==> src/rtl/hazard_pkg.sv <==
// Shared types and widths for the pipeline hazard controller.
package hazard_pkg;

   localparam int REG_IDX_W   = 4;
   localparam int STALL_CNT_W = 16;
   localparam int BUB_CNT_W   = 2;

   typedef enum logic [1:0] {
      RUN     = 2'd0,
      LOADUSE = 2'd1,
      MEMWAIT = 2'd2
   } hz_state_t;

   // True when the decode instruction reads a source that matches the load target.
   function automatic logic src_match(input logic                 uses,
                                      input logic [REG_IDX_W-1:0] src,
                                      input logic [REG_IDX_W-1:0] rd);
      return uses && (src == rd);
   endfunction

endpackage

==> src/rtl/sat_counter.sv <==
// Up-counter that holds at all-ones instead of wrapping.
module sat_counter
   import hazard_pkg::*;
#(
   parameter int W = STALL_CNT_W
) (
   input  logic         clk,
   input  logic         rst,
   input  logic         inc,
   output logic [W-1:0] q
);

   localparam logic [W-1:0] ONE = {{(W-1){1'b0}}, 1'b1};

   logic [W-1:0] q_q;
   logic [W-1:0] q_d;

   always_comb begin
      q_d = q_q;
      if (inc && (q_q != {W{1'b1}})) begin
         q_d = q_q + ONE;
      end
   end

   always_ff @(posedge clk) begin
      if (rst) begin
         q_q <= '0;
      end else begin
         q_q <= q_d;
      end
   end

   assign q = q_q;

endmodule

==> src/rtl/hazard_ctrl.sv <==
// Stall/flush generator for the PC and the IF/ID, ID/EX, EX/MEM, MEM/WB buffers.
//
//   state   | meaning
//   --------+-----------------------------------------------------------
//   RUN     | normal flow; a load-use hit inserts the first bubble here
//   LOADUSE | inserting the remaining load-use bubbles (bub_cnt_q left-1)
//   MEMWAIT | data memory busy; everything frozen, resumes ret_state_q
module hazard_ctrl
   import hazard_pkg::*;
#(
   parameter int LU_BUBBLES = 1
) (
   input  logic                   clk,
   input  logic                   rst,
   input  logic [REG_IDX_W-1:0]   id_rs,
   input  logic [REG_IDX_W-1:0]   id_rt,
   input  logic                   id_uses_rs,
   input  logic                   id_uses_rt,
   input  logic                   ex_memread,
   input  logic [REG_IDX_W-1:0]   ex_rd,
   input  logic                   mem_branch_taken,
   input  logic                   dmem_req,
   input  logic                   dmem_ready,
   output logic                   pc_stall,
   output logic                   ifid_stall,
   output logic                   idex_stall,
   output logic                   exmem_stall,
   output logic                   ifid_flush,
   output logic                   idex_flush,
   output logic                   exmem_flush,
   output logic                   memwb_flush,
   output logic [1:0]             state,
   output logic [STALL_CNT_W-1:0] stall_cycles
);

   localparam int                 LU_INIT_I = (LU_BUBBLES > 1) ? (LU_BUBBLES - 2) : 0;
   localparam logic [BUB_CNT_W-1:0] LU_INIT = LU_INIT_I[BUB_CNT_W-1:0];
   localparam logic [BUB_CNT_W-1:0] BUB_ONE = {{(BUB_CNT_W-1){1'b0}}, 1'b1};

   hz_state_t             state_q, state_d;
   hz_state_t             ret_state_q, ret_state_d;
   logic [BUB_CNT_W-1:0]  bub_cnt_q, bub_cnt_d;

   logic lu_hit;
   logic mw_hit;

   assign lu_hit = ex_memread && (ex_rd != '0) &&
                   (src_match(id_uses_rs, id_rs, ex_rd) ||
                    src_match(id_uses_rt, id_rt, ex_rd));
   assign mw_hit = dmem_req && !dmem_ready;

   always_comb begin
      state_d     = state_q;
      ret_state_d = ret_state_q;
      bub_cnt_d   = bub_cnt_q;
      pc_stall    = 1'b0;
      ifid_stall  = 1'b0;
      idex_stall  = 1'b0;
      exmem_stall = 1'b0;
      ifid_flush  = 1'b0;
      idex_flush  = 1'b0;
      exmem_flush = 1'b0;
      memwb_flush = 1'b0;

      if (mw_hit) begin
         pc_stall    = 1'b1;
         ifid_stall  = 1'b1;
         idex_stall  = 1'b1;
         exmem_stall = 1'b1;
         memwb_flush = 1'b1;
         state_d     = MEMWAIT;
         if (state_q != MEMWAIT) begin
            ret_state_d = (state_q == LOADUSE) ? LOADUSE : RUN;
         end
      end else if (mem_branch_taken) begin
         // Squashing the dependent instruction makes any pending bubbles moot.
         ifid_flush  = 1'b1;
         idex_flush  = 1'b1;
         exmem_flush = 1'b1;
         state_d     = RUN;
         bub_cnt_d   = '0;
      end else begin
         case (state_q)
            RUN: begin
               if (lu_hit) begin
                  pc_stall   = 1'b1;
                  ifid_stall = 1'b1;
                  idex_flush = 1'b1;
                  if (LU_BUBBLES > 1) begin
                     state_d   = LOADUSE;
                     bub_cnt_d = LU_INIT;
                  end
               end
            end
            LOADUSE: begin
               pc_stall   = 1'b1;
               ifid_stall = 1'b1;
               idex_flush = 1'b1;
               if (bub_cnt_q == '0) begin
                  state_d = RUN;
               end else begin
                  bub_cnt_d = bub_cnt_q - BUB_ONE;
               end
            end
            MEMWAIT: begin
               state_d = ret_state_q;
            end
            default: begin
               state_d = RUN;
            end
         endcase
      end

      if (rst) begin
         pc_stall    = 1'b0;
         ifid_stall  = 1'b0;
         idex_stall  = 1'b0;
         exmem_stall = 1'b0;
         ifid_flush  = 1'b0;
         idex_flush  = 1'b0;
         exmem_flush = 1'b0;
         memwb_flush = 1'b0;
      end
   end

   always_ff @(posedge clk) begin
      if (rst) begin
         state_q     <= RUN;
         ret_state_q <= RUN;
         bub_cnt_q   <= '0;
      end else begin
         state_q     <= state_d;
         ret_state_q <= ret_state_d;
         bub_cnt_q   <= bub_cnt_d;
      end
   end

   assign state = state_q;

   sat_counter #(
      .W (STALL_CNT_W)
   ) u_stall_cnt (
      .clk (clk),
      .rst (rst),
      .inc (pc_stall),
      .q   (stall_cycles)
   );

endmodule

==> config.mk <==
export PLATFORM = sky130hd
export DESIGN_NAME = hazard_ctrl
export DESIGN_NICKNAME = d
export VERILOG_FILES = /design/src/rtl/hazard_pkg.sv /design/src/rtl/sat_counter.sv /design/src/rtl/hazard_ctrl.sv
export SDC_FILE = /design/constraint.sdc
export NUM_CORES = 1
export LEC_CHECK = 0
export CORE_UTILIZATION = 50
export CTS_CLUSTER_DIAMETER = 40
export CTS_CLUSTER_SIZE = 24
export DETAILED_ROUTE_END_ITERATION = 12
export DONT_BUFFER_PORTS = 1
export PLACE_DENSITY_LB_ADDON = 0.08
export SLEW_MARGIN = 10
export SYNTH_ARGS = -nofsm -noshare
export SYNTH_HDL_FRONTEND = slang
export SYNTH_SLANG_ARGS = --single-unit
==> constraint.sdc <==
create_clock -name clk -period 2.78 [get_ports clk]
set_clock_uncertainty 0.15 [all_clocks]
set_input_delay 0.139 -clock clk [delete_from_list [all_inputs] [get_ports clk]]
set_output_delay 0.139 -clock clk [all_outputs]
set_load 0.05 [all_outputs]
==> run summary <==
drt total wl: 2657 um
setup TNS: 0 ps
CTS root buf: clkbuf_4
Via Count: 1087
PD cells: 385.2 nW/um^2
IO Port Bufs: 0
Placement Rows: 17
Die Wd: 50.24 um
TritonRoute pass-1 iters: 4
WP buf/inv: 0
post-CTS setup buffers: 0
starting DRC count in detailed routing: 15
Die Area: 2524 um^2
Ys Warns: 0
most frequent cells in the layout: 21 x dfxtp_1, 20 x buf_4, 16 x a21oi_1
crit start category: flip-flop
Min-Delay Path Class: input pin to flip-flop
number of flops mapped to enable cells by yosys: 0
Post-synth ARST share: 0
# resized after CTS: 0
Least-Margin Pin Slew: 900.9 ps
Mapped Cells: 147
register area share after synthesis: 0.3613
number of max-cap violations: 0
mapped cell area: 1164 um^2
Synth Net Count: 169
Die H: 50.24 um
GPL Wtd Cong: 0.7952
initial core utilization: 0.5260
#FFs+latches synth: 21
CP arrival: 2450 ps
total power draw: 0.0005234 W
Worst slew margin: 0.3980
total CTS buffers: 3
Routed wire per std cell: 13.91 um
Lkg Pwr: 0.4993 nW
vias per cell: 5.691
n_diodes: 0
register clock-pin slew on the reported worst setup and hold paths: 110 ps
Crit-path slowest cell: or4_1
filler cell count: 213
fin crit share: 0.8489
RSZ-0062 raised after global routing: no
crit path capture type: flip-flop
Hold Vio Cnt, Final: 0
Crit Path Max Fanout: 20
Final ANT Viol Nets: 0
H-tree depth: 1
FMAX: 423.7 MHz
nets: 186
GRT Resource Usage Total: 0.2218
# clock sinks: 21
largest net degree at the start of global routing: 22
DR DRC count: 0
final-report max-slew violation count: 0
distinct cell type count after synthesis: 32
Area growth syn-to-layout: 16.77%
Critical Path Max Stage Delay: 520 ps
vias in the first global route: 1014
CTS tree: done
first-pass GRT wire length: 4278 um
Final min period: 2360 ps
core area: 2212 um^2
Peak VDD IR: 0.0004571 V
Fin Hold WS: 11.94 ps
Post-CTS Hold Fix Bufs: 2
num ports: 46
Final Util: 0.6143
crit-path cells: nor3b_1 -> nand4_1 -> a31o_1 -> a21o_1 -> or4_1 -> a21oi_1
commonest non-fill, non-tap cell in the layout: dfxtp_1
Final HPWL DP: 1947 um
Clock Path Buffers: 2
layout cells sized above 1: 0.1779
initial antenna violation count: 0
worst skew pair latency: 310 ps
GRT overflow: 0
Final setup viols: 0
CP Class: flip-flop to flip-flop
delay-heaviest family, CP: simple AND/OR/NAND/NOR gates
Syn Area/Cell: 7.916 um^2
prevailing post-synth register cell: dfxtp_1
status: completed
Worst Path Required: 2870 ps
==> registers in the layout (all words and copies together), names as in the netlist <==
signal	flops
bub_cnt_q	2
state	2
u_stall_cnt.q	16
ret_state_q	1
==> tightest hold or removal path, cell delays in order <==
cell and delay [ps]:
nor2_1 20, nand2_1 70, nor2_1 40, a21oi_1 100, nor2_1 40
==> final timing paths <==
check	from	end	slack, ps	depth (start not counted)
worst max-delay path	state[1]$_SDFFE_PP0P_	u_stall_cnt.q[14]$_SDFFE_PP0P_	420	6
worst min-delay path	mem_branch_taken	bub_cnt_q[0]$_SDFFE_PP0P_	10	5
worst max register to register	state[1]$_SDFFE_PP0P_	u_stall_cnt.q[14]$_SDFFE_PP0P_	420	6
worst min register to register	ret_state_q[0]$_SDFFE_PP0P_	ret_state_q[0]$_SDFFE_PP0P_	340	2
==> synth_stat cells, types with 3 or more instances <==
library cell	instances	area, um^2
xor2_1	6	52.55
dfxtp_1	21	420.4
or3_1	7	43.79
nand2b_1	4	25.02
nand3_1	7	35.03
a21oi_1	17	85.08
o21ai_0	10	50.05
nor2_1	13	48.80
nand4_1	5	31.28
and3_1	3	18.77
clkbuf_1	6	22.52
nand2_1	10	37.54
nor3_1	4	20.02
buf_4	4	30.03
xnor2_1	5	43.79
==> final cells by class <==
class	count	area, um^2	area share
well taps	28	35.03	0.02578
clock buffers	4	26.28	0.01934
repair buffers	23	181.4	0.1335
flip-flops and latches	21	420.4	0.3094
multi-input cells	113	688.2	0.5064
inverters	2	7.507	0.005525
==> through the flow <==
stage	instance area (um^2)	worst slack (ps)	cells
global placement	1313	595.1	185
detailed placement	1313	490.0	185
global route	1359	269.6	191
finish	1359	420.0	191
floorplan	1164	131.7	147
CTS	1359	449.7	191
==> where the power goes <==
group | switching, W | leakage, nW | internal (W)
Combinational | 0.0000505 | 0.315 | 0.0000233
Clock | 0.0000900 | 0.0150 | 0.0000560
Sequential | 0.00000102 | 0.169 | 0.000303
Total | 0.000141 | 0.499 | 0.000382
==> cell families (layout without fill, tap and decap cells) <==
kind of cell	Yosys count	count (layout)	share of synthesized area
AND/OR/NAND/NOR	64	64	0.2914
AO/OA/AOI/OAI	34	34	0.1645
flip-flops	21	21	0.3613
buffers and inverters	13	29	0.06129
XOR/XNOR	11	11	0.08279
adder cells (fa/ha/maj)	2	2	0.02150
multiplexers	2	2	0.01720
==> layer usage <==
layer | up-vias | share of wire | global-route usage
li1 | 559 | - | -
met2 | 40 | 0.47 | 0.3778
met3 | 4 | 0.080 | 0.1061
met1 | 484 | 0.45 | 0.2477
met4 | 0 | 0.0083 | 0.04762
met5 | - | 0 | 0
No activity file was read; power rests on OpenSTA's default activity.
